## config.mk

```make
export PLATFORM = sky130hd
export DESIGN_NAME = div_seq_ctrl
export DESIGN_NICKNAME = d
export VERILOG_FILES = /design/src/rtl/div_seq_ctrl.sv
export SDC_FILE = /design/constraint.sdc
export NUM_CORES = 1
export LEC_CHECK = 0
export ABC_AREA = 1
export BUFFER_PORTS_ARGS = -buffer_cell sky130_fd_sc_hd__buf_2
export CELL_PAD_IN_SITES_DETAIL_PLACEMENT = 1
export CELL_PAD_IN_SITES_GLOBAL_PLACEMENT = 1
export CORE_UTILIZATION = 41
export DETAILED_ROUTE_END_ITERATION = 16
export PLACE_DENSITY_LB_ADDON = 0.2
export RECOVER_POWER = 25
export REMOVE_ABC_BUFFERS = 1
export SLEW_MARGIN = 40
export SYNTH_ARGS = -nofsm -noshare
export SYNTH_HDL_FRONTEND = slang
export SYNTH_SLANG_ARGS = --single-unit
```

## constraint.sdc

```tcl
create_clock -name clk -period 2.4 [get_ports clk]
set_input_delay 0.24 -clock clk [delete_from_list [all_inputs] [get_ports clk]]
set_output_delay 0.24 -clock clk [all_outputs]
set_load 0.01 [all_outputs]
```

## src/rtl/div_seq_ctrl.sv

```systemverilog
// Sequential restoring divider: one trial subtraction per clock through a single WIDTH-bit subtractor.
// Optional macro SIGNED_DIV_EN adds a signed_op input for truncating signed division.
module div_seq_ctrl #(
   parameter int WIDTH = 32,
   parameter int CNT_W = 6
) (
   input  logic             clk,
   input  logic             rst,
   input  logic             start,
`ifdef SIGNED_DIV_EN
   input  logic             signed_op,
`endif
   input  logic [WIDTH-1:0] a,
   input  logic [WIDTH-1:0] b,
   output logic             busy,
   output logic             done,
   output logic [WIDTH-1:0] quotient,
   output logic [WIDTH-1:0] remainder,
   output logic             div_zero,
   output logic             zero_flag
);

   localparam logic [1:0] S_IDLE = 2'd0;
   localparam logic [1:0] S_RUN  = 2'd1;
   localparam logic [1:0] S_FIN  = 2'd2;
   localparam logic [1:0] S_DONE = 2'd3;

   logic [1:0]       state_q, state_d;
   logic [CNT_W-1:0] cnt_q, cnt_d;
   logic [WIDTH-1:0] dvs_q, dvs_d;
   logic [WIDTH-1:0] q_q, q_d;
   logic [WIDTH-1:0] r_q, r_d;
   logic [WIDTH-1:0] quo_q, quo_d;
   logic [WIDTH-1:0] rem_q, rem_d;
   logic             dz_q, dz_d;
   logic             zf_q, zf_d;

   logic [WIDTH-1:0] a_in, b_in;
   logic [WIDTH-1:0] fin_quo, fin_rem;

`ifdef SIGNED_DIV_EN
   logic qneg_q, qneg_d;
   logic rneg_q, rneg_d;
   logic a_neg, b_neg;

   // Operands become magnitudes at capture; signs are reapplied once the loop finishes.
   assign a_neg   = signed_op & a[WIDTH-1];
   assign b_neg   = signed_op & b[WIDTH-1];
   assign a_in    = a_neg ? (~a + 1'b1) : a;
   assign b_in    = b_neg ? (~b + 1'b1) : b;
   assign fin_quo = qneg_q ? (~q_q + 1'b1) : q_q;
   assign fin_rem = rneg_q ? (~r_q + 1'b1) : r_q;
`else
   assign a_in    = a;
   assign b_in    = b;
   assign fin_quo = q_q;
   assign fin_rem = r_q;
`endif

   // Shifted partial remainder keeps the bit shifted out of R as a 33rd bit.
   logic [WIDTH:0]   s_w;
   logic [WIDTH-1:0] diff_w;
   logic             borrow_w, take_w;

   assign s_w                = {r_q, q_q[WIDTH-1]};
   assign {borrow_w, diff_w} = {1'b0, s_w[WIDTH-1:0]} - {1'b0, dvs_q};
   assign take_w             = s_w[WIDTH] | ~borrow_w;

   always_comb begin
      state_d = state_q;
      cnt_d   = cnt_q;
      dvs_d   = dvs_q;
      q_d     = q_q;
      r_d     = r_q;
      quo_d   = quo_q;
      rem_d   = rem_q;
      dz_d    = dz_q;
      zf_d    = zf_q;
`ifdef SIGNED_DIV_EN
      qneg_d  = qneg_q;
      rneg_d  = rneg_q;
`endif
      case (state_q)
         S_IDLE: begin
            if (start) begin
               if (b == '0) begin
                  quo_d   = '1;
                  rem_d   = a;
                  dz_d    = 1'b1;
                  zf_d    = 1'b0;
                  state_d = S_DONE;
               end else begin
                  dvs_d   = b_in;
                  q_d     = a_in;
                  r_d     = '0;
                  cnt_d   = '0;
`ifdef SIGNED_DIV_EN
                  qneg_d  = a_neg ^ b_neg;
                  rneg_d  = a_neg;
`endif
                  state_d = S_RUN;
               end
            end
         end
         S_RUN: begin
            q_d   = {q_q[WIDTH-2:0], take_w};
            r_d   = take_w ? diff_w : s_w[WIDTH-1:0];
            cnt_d = cnt_q + 1'b1;
            if (cnt_q == CNT_W'(WIDTH - 1))
               state_d = S_FIN;
         end
         S_FIN: begin
            quo_d   = fin_quo;
            rem_d   = fin_rem;
            dz_d    = 1'b0;
            zf_d    = (fin_quo == '0);
            state_d = S_DONE;
         end
         default: state_d = S_IDLE;
      endcase
   end

   always_ff @(posedge clk) begin
      if (rst) begin
         state_q <= S_IDLE;
         cnt_q   <= '0;
         dvs_q   <= '0;
         q_q     <= '0;
         r_q     <= '0;
         quo_q   <= '0;
         rem_q   <= '0;
         dz_q    <= 1'b0;
         zf_q    <= 1'b0;
`ifdef SIGNED_DIV_EN
         qneg_q  <= 1'b0;
         rneg_q  <= 1'b0;
`endif
      end else begin
         state_q <= state_d;
         cnt_q   <= cnt_d;
         dvs_q   <= dvs_d;
         q_q     <= q_d;
         r_q     <= r_d;
         quo_q   <= quo_d;
         rem_q   <= rem_d;
         dz_q    <= dz_d;
         zf_q    <= zf_d;
`ifdef SIGNED_DIV_EN
         qneg_q  <= qneg_d;
         rneg_q  <= rneg_d;
`endif
      end
   end

   assign busy      = (state_q != S_IDLE);
   assign done      = (state_q == S_DONE);
   assign quotient  = quo_q;
   assign remainder = rem_q;
   assign div_zero  = dz_q;
   assign zero_flag = zf_q;

endmodule
```

# ---- Word level (Yosys, flattened, before mapping)
# Index checks and enable logic that the tools add are counted.
# Widths: inputs -> output; s select.
dict set report classes {
  addsub 2
  n_eq_ne 8
  mux 26
  n_bitwise 3
  reduce_logical 10
}
# cell count
set ops {}
lappend ops {{$mux 32} 9}
lappend ops {{$pmux 32 s2} 4}
lappend ops {{$logic_not 32->1} 2}
lappend ops {{$sub 32x32->33} 1}
lappend ops {{$mux 6} 2}
lappend ops {{$pmux 6 s2} 1}
lappend ops {{$reduce_and 3->1} 3}
lappend ops {{$ne 2x2->1 const B} 4}
lappend ops {{$add 6x1->6 const B} 1}
lappend ops {{$eq 6x5->1 const B} 1}
lappend ops {{$mux 2} 3}
lappend ops {{$pmux 2 s3} 1}
lappend ops {{$reduce_bool 2->1} 3}
lappend ops {{$eq 2x2->1 const B} 2}
lappend ops {{$mux 1} 4}
lappend ops {{$pmux 1 s2} 2}
lappend ops {{$eq 2x1->1 const B} 1}
lappend ops {{$logic_not 2->1} 1}
lappend ops {{$not 1->1} 2}
lappend ops {{$reduce_and 2->1} 1}
lappend ops {{$or 1x1->1} 1}
dict set report totals {
  regBits 170
  input_bits 67
  out_inout_bits 68
  elab_cells 58
}

# ---- Longest topological paths before layout
dict set report logic_depth {
  ltp_word 5
  depth_mapped 17
}

# ---- Least setup slack after synthesis
# OpenSTA, ideal clock, no wires.
dict set report synth_timing {
  path_kind {register to register}
  start {reg q_q[31], in the netlist fin_quo[31]}
  end {reg r_q[27], in the netlist fin_rem[27]}
  t_arrival_ps 1944
  t_required_ps 2268
  slack_ps 324
  stages_incl_launch_ff 18
  path_buffers 1
  period_less_slack_ps 2076
  path_cell_list {dfxtp_1 -> inv_1 -> ha_1 -> inv_1 -> fa_1 -> nand2_1 -> nand2_1 -> nand3_1 -> nand2_2 -> nand2_2 -> nand2_2 -> nand3_4 -> buf_2 -> nand3_1 -> nand2_1 -> inv_1 -> nand2_1 -> a21oi_1}
}
dict set report synth_via {
  elab_chain_len 5
}
# element line_no
set synth_lines {}
lappend synth_lines {{start: declaration} 31} ;# logic [WIDTH-1:0] q_q, q_d;
lappend synth_lines {{start signal: assignment} 142} ;# q_q <= q_d;
lappend synth_lines {{$sub 32x32->33 (*)} 66} ;# assign {borrow_w, diff_w} = {1'b0, s_w[WIDTH-1:0]} - {1'b0, dvs_q};
lappend synth_lines {{$not 1->1} 67} ;# assign take_w = s_w[WIDTH] | ~borrow_w;
lappend synth_lines {{$or 1x1->1} 67}
lappend synth_lines {{$mux 32 (*)} 107} ;# r_d = take_w ? diff_w : s_w[WIDTH-1:0];
lappend synth_lines {{$pmux 32 s2 (*)} 83} ;# case (state_q)
lappend synth_lines {{end signal: assignment} 143} ;# r_q <= r_d;
lappend synth_lines {{end: declaration} 32} ;# logic [WIDTH-1:0] r_q, r_d;
# Every way passes the cells marked *; elsewhere a longest branch is shown, timed or not.
# A chain may end at the register's enable or synchronous reset.

# ---- Worst setup path in the final report
dict set report layout_timing {
  start {reg dvs_q[31]}
  end {reg r_q[29], in the netlist fin_rem[29]}
}
dict set report layout_via {
  elab_chain_len 5
}
# element line_no
set layout_lines {}
lappend layout_lines {{start: declaration} 30} ;# logic [WIDTH-1:0] dvs_q, dvs_d;
lappend layout_lines {{start signal: assignment} 141} ;# dvs_q <= dvs_d;
lappend layout_lines {{$sub 32x32->33} 66}
lappend layout_lines {{$not 1->1} 67}
lappend layout_lines {{$or 1x1->1} 67}
lappend layout_lines {{$mux 32} 107}
lappend layout_lines {{$pmux 32 s2} 83}
# No other way between the ends.

==> metrics.txt <==
outcome=finished, final reports clean; final clock period utilization by the worst path=between 90 and 100%; Final min period=between 2 and 2.5 ns; top cells by area, synth=dfxtp_1 (35%), nand2_1 (19%), inv_1 (7.1%), ha_1 (4.9%), o21ai_0 (4.8%); Slew @ Worst Pin=~0.69 ns; Layout area overhead=19.1%; DP HPWL=roughly 26000 um; die area=between 0.02 and 0.025 mm^2; CP max FO=8; metal3 WL=~1600 um; total grt overflow=0; drt pass-1 iters=5; maximum vdd drop=0.482 mV; complex-gate fraction of the synthesized area=15.9%; Syn Std Cell Area=~0.0097 mm^2; hold path start=a[29]; top cells by count, synth=nand2_1 (494), inv_1 (184), dfxtp_1 (170); total wire length=about 35000 um; combinational family with the most area after synthesis=simple AND/OR/NAND/NOR gates; clock sinks=170; crit-path leading delay family=simple AND/OR/NAND/NOR gates; Worst EP required=roughly 2.7 ns; via count=~10000; Reg clk slew, reported paths=0.08 ns; LEAKAGE=roughly 5.3 nW; layout cells sized above 1=between 10% and 20%; CTS Buf Count=17; CP max stage delay=about 0.35 ns; CP endpoint kind=flip-flop; asr flop ratio synth=0%; max-slew violations=0; ANT cells=0; Crit-path slowest cell=ha_1; post-synthesis cell type count=34; clock latency on the worst-skew pair=~0.44 ns; Main synth FF type=dfxtp_1; CTS H-tree lvls=4; I/O Pins=about 140; Die Y-Extent=roughly 160 um; dpl cell area=between 0.01 and 0.015 mm^2; FMAX=approximately 430 MHz; number of global-route vias before repair=10400; Bufs and invs on worst path=3; GP Congestion=about 0.87; WS Path Type=reg -> reg; xor and xnor fraction of the mapped netlist area=1.36%; startpoint types=flip-flop; Synth area leader=dfxtp_1; post-route setup TNS=0 ns; Core Util, Final=roughly half; Seq/Total Area, Yosys=35.2%; Wirelength per Cell=17.8 um; HP Class=in -> reg; met2 wire len=between 15000 and 20000 um; Hold Vio Cnt, Final=0; multiplexer area fraction after synthesis=0%; CP dominant cell by count=inv_1; CP Data Arrival Time=around 2.6 ns; placed cells=about 1900; Synth Area per Inst=~6.4 um^2; crit-path cells=inv_1 > ha_1 > inv_1 > nor3_1 > and2_2 > nand3_4 > nand2_8 > buf_12 > nand3_1 > nand2_1 > a21oi_1; CP startpoint=dvs_q[31]$_SDFFE_PP0P_; Layout Nets=1731; Power, Total=~13 mW; Power Dens Cells=between 1000 and 1500 mW/mm^2; DRT iter0 DRCs=652; initial antenna violation count=1; hold_buf cts=0; Synth Register Bits=170; Synth Area in Simple Gates=around a third; CTS Buffer Depth=2; Yosys Warn Count=0; Slew headroom=about 54%; Post-Syn Instances=~1500; r2r startpoint=dvs_q[31]$_SDFFE_PP0P_; Finish-stage setup viols=0; Non-Filler Instances=a little under 2000; Initial Util=42.3%; largest net degree at the start of global routing=84; Root Driver=clkbuf_16; core area=between 0.02 and 0.025 mm^2; number of flops mapped to enable cells by yosys=0; skew final=~0.013 ns; max cap viols=0; count leader, synth=nand2_1; Remaining DRCs=0; Total GRT Usage=28.6%; uppermost layer routed=met5; Die Span X=between 150 and 200 um; top-area cell type share of the netlist area=35.2%; area of all placed cells without fillers=0.0115 mm^2; met1 WL=16100 um; ANT nets after route=0; first-pass GRT wire length=between 50000 and 60000 um; flop2flop setup slack=0.08 ns; PortBufs=~130; Via density=between 5 and 6; CTS tree=yes; row count=between 50 and 60; Adder-Cell Fraction of Synth Area=under 10%
## worst min-delay path: stages
cell	delay [ns]
buf_2	0.10
nand2_1	0.06
a31oi_1	0.07
## power by group
| group | internal [mW] | leakage, nW | total [mW] | switching, mW |
|---|---|---|---|---|
| sequential | 3.71 | 1.40 | 4.31 | 0.597 |
| clock | 1.39 | 0.284 | 2.76 | 1.37 |
| combinational | 1.98 | 3.63 | 6.02 | 4.04 |
| total | 7.08 | 5.31 | 13.1 | 6.00 |
## cells by family (layout without fill, tap and decap cells)
family	after synthesis	count (layout)
xor gates and xnor gates	15	15
DFF	170	170
buffers and inverters	262	398
AOI/OAI and AO/OA	279	279
adders and majority gates	39	39
and+or+nand+nor	736	736
## flip-flops by register name (all words and copies together), names as in the netlist
| register | flops |
|---|---|
| cnt_q | 6 |
| div_zero | 1 |
| dvs_q | 32 |
| fin_quo | 32 |
| fin_rem | 32 |
| quotient | 32 |
| remainder | 32 |
| state_q | 2 |
| zero_flag | 1 |
## metrics by stage
step	worst slack, ns	hold WS (ns)
after floorplan	-0.544	0.309
after global placement	0.0941	0.449
after detailed placement	0.0340	0.455
after CTS	0.0376	0.0662
after global routing	-0.0473	0.0708
final	0.0755	0.0735
## what timing repair did
action	in CTS	in global routing
gates cloned	0	2
buffers inserted	0	3
resized for setup	2	33
pin swaps	0	4
endpoints found under the hold margin	0	0
endpoints found under the setup margin	2	32
## area by class of cell
type | instances | area, um^2
fill | 3126 | 11300
multi-input combinational | 1069 | 5340
sequential | 170 | 3410
timing repair buffer | 176 | 1070
inverter | 191 | 717
clock buffer | 17 | 425
tap | 313 | 392
clock inverter | 14 | 155
## layout by cell type, fill, tap and decap left out, types with 29 or more instances in the layout
cell type / count
a21oi_1: 84
nand3_1: 72
o21ai_0: 91
buf_4: 29
a31oi_1: 64
o22ai_1: 29
nand2_1: 491
clkbuf_1: 59
nor2_1: 102
inv_1: 181
dfxtp_1: 167
buf_2: 75
ha_1: 34
## metal layers
| layer | up-vias | global-route usage, % |
|---|---|---|
| met4 | 2 | 9.10 |
| met3 | 46 | 3.62 |
| met5 | - | 0 |
| met2 | 316 | 47.1 |
| met1 | 5005 | 38.7 |
| li1 | 5096 | - |
## worst paths after layout
check / endpoint / cells past startpoint
setup / recovery: fin_rem[29]$_SDFFE_PP0P_ / 11
hold / removal: fin_quo[29]$_SDFFE_PP0P_ / 3
setup reg to reg: fin_rem[29]$_SDFFE_PP0P_ / 11
hold reg to reg: dvs_q[30]$_SDFFE_PP0P_ / 2
No activity file was read; power rests on OpenSTA's default activity.
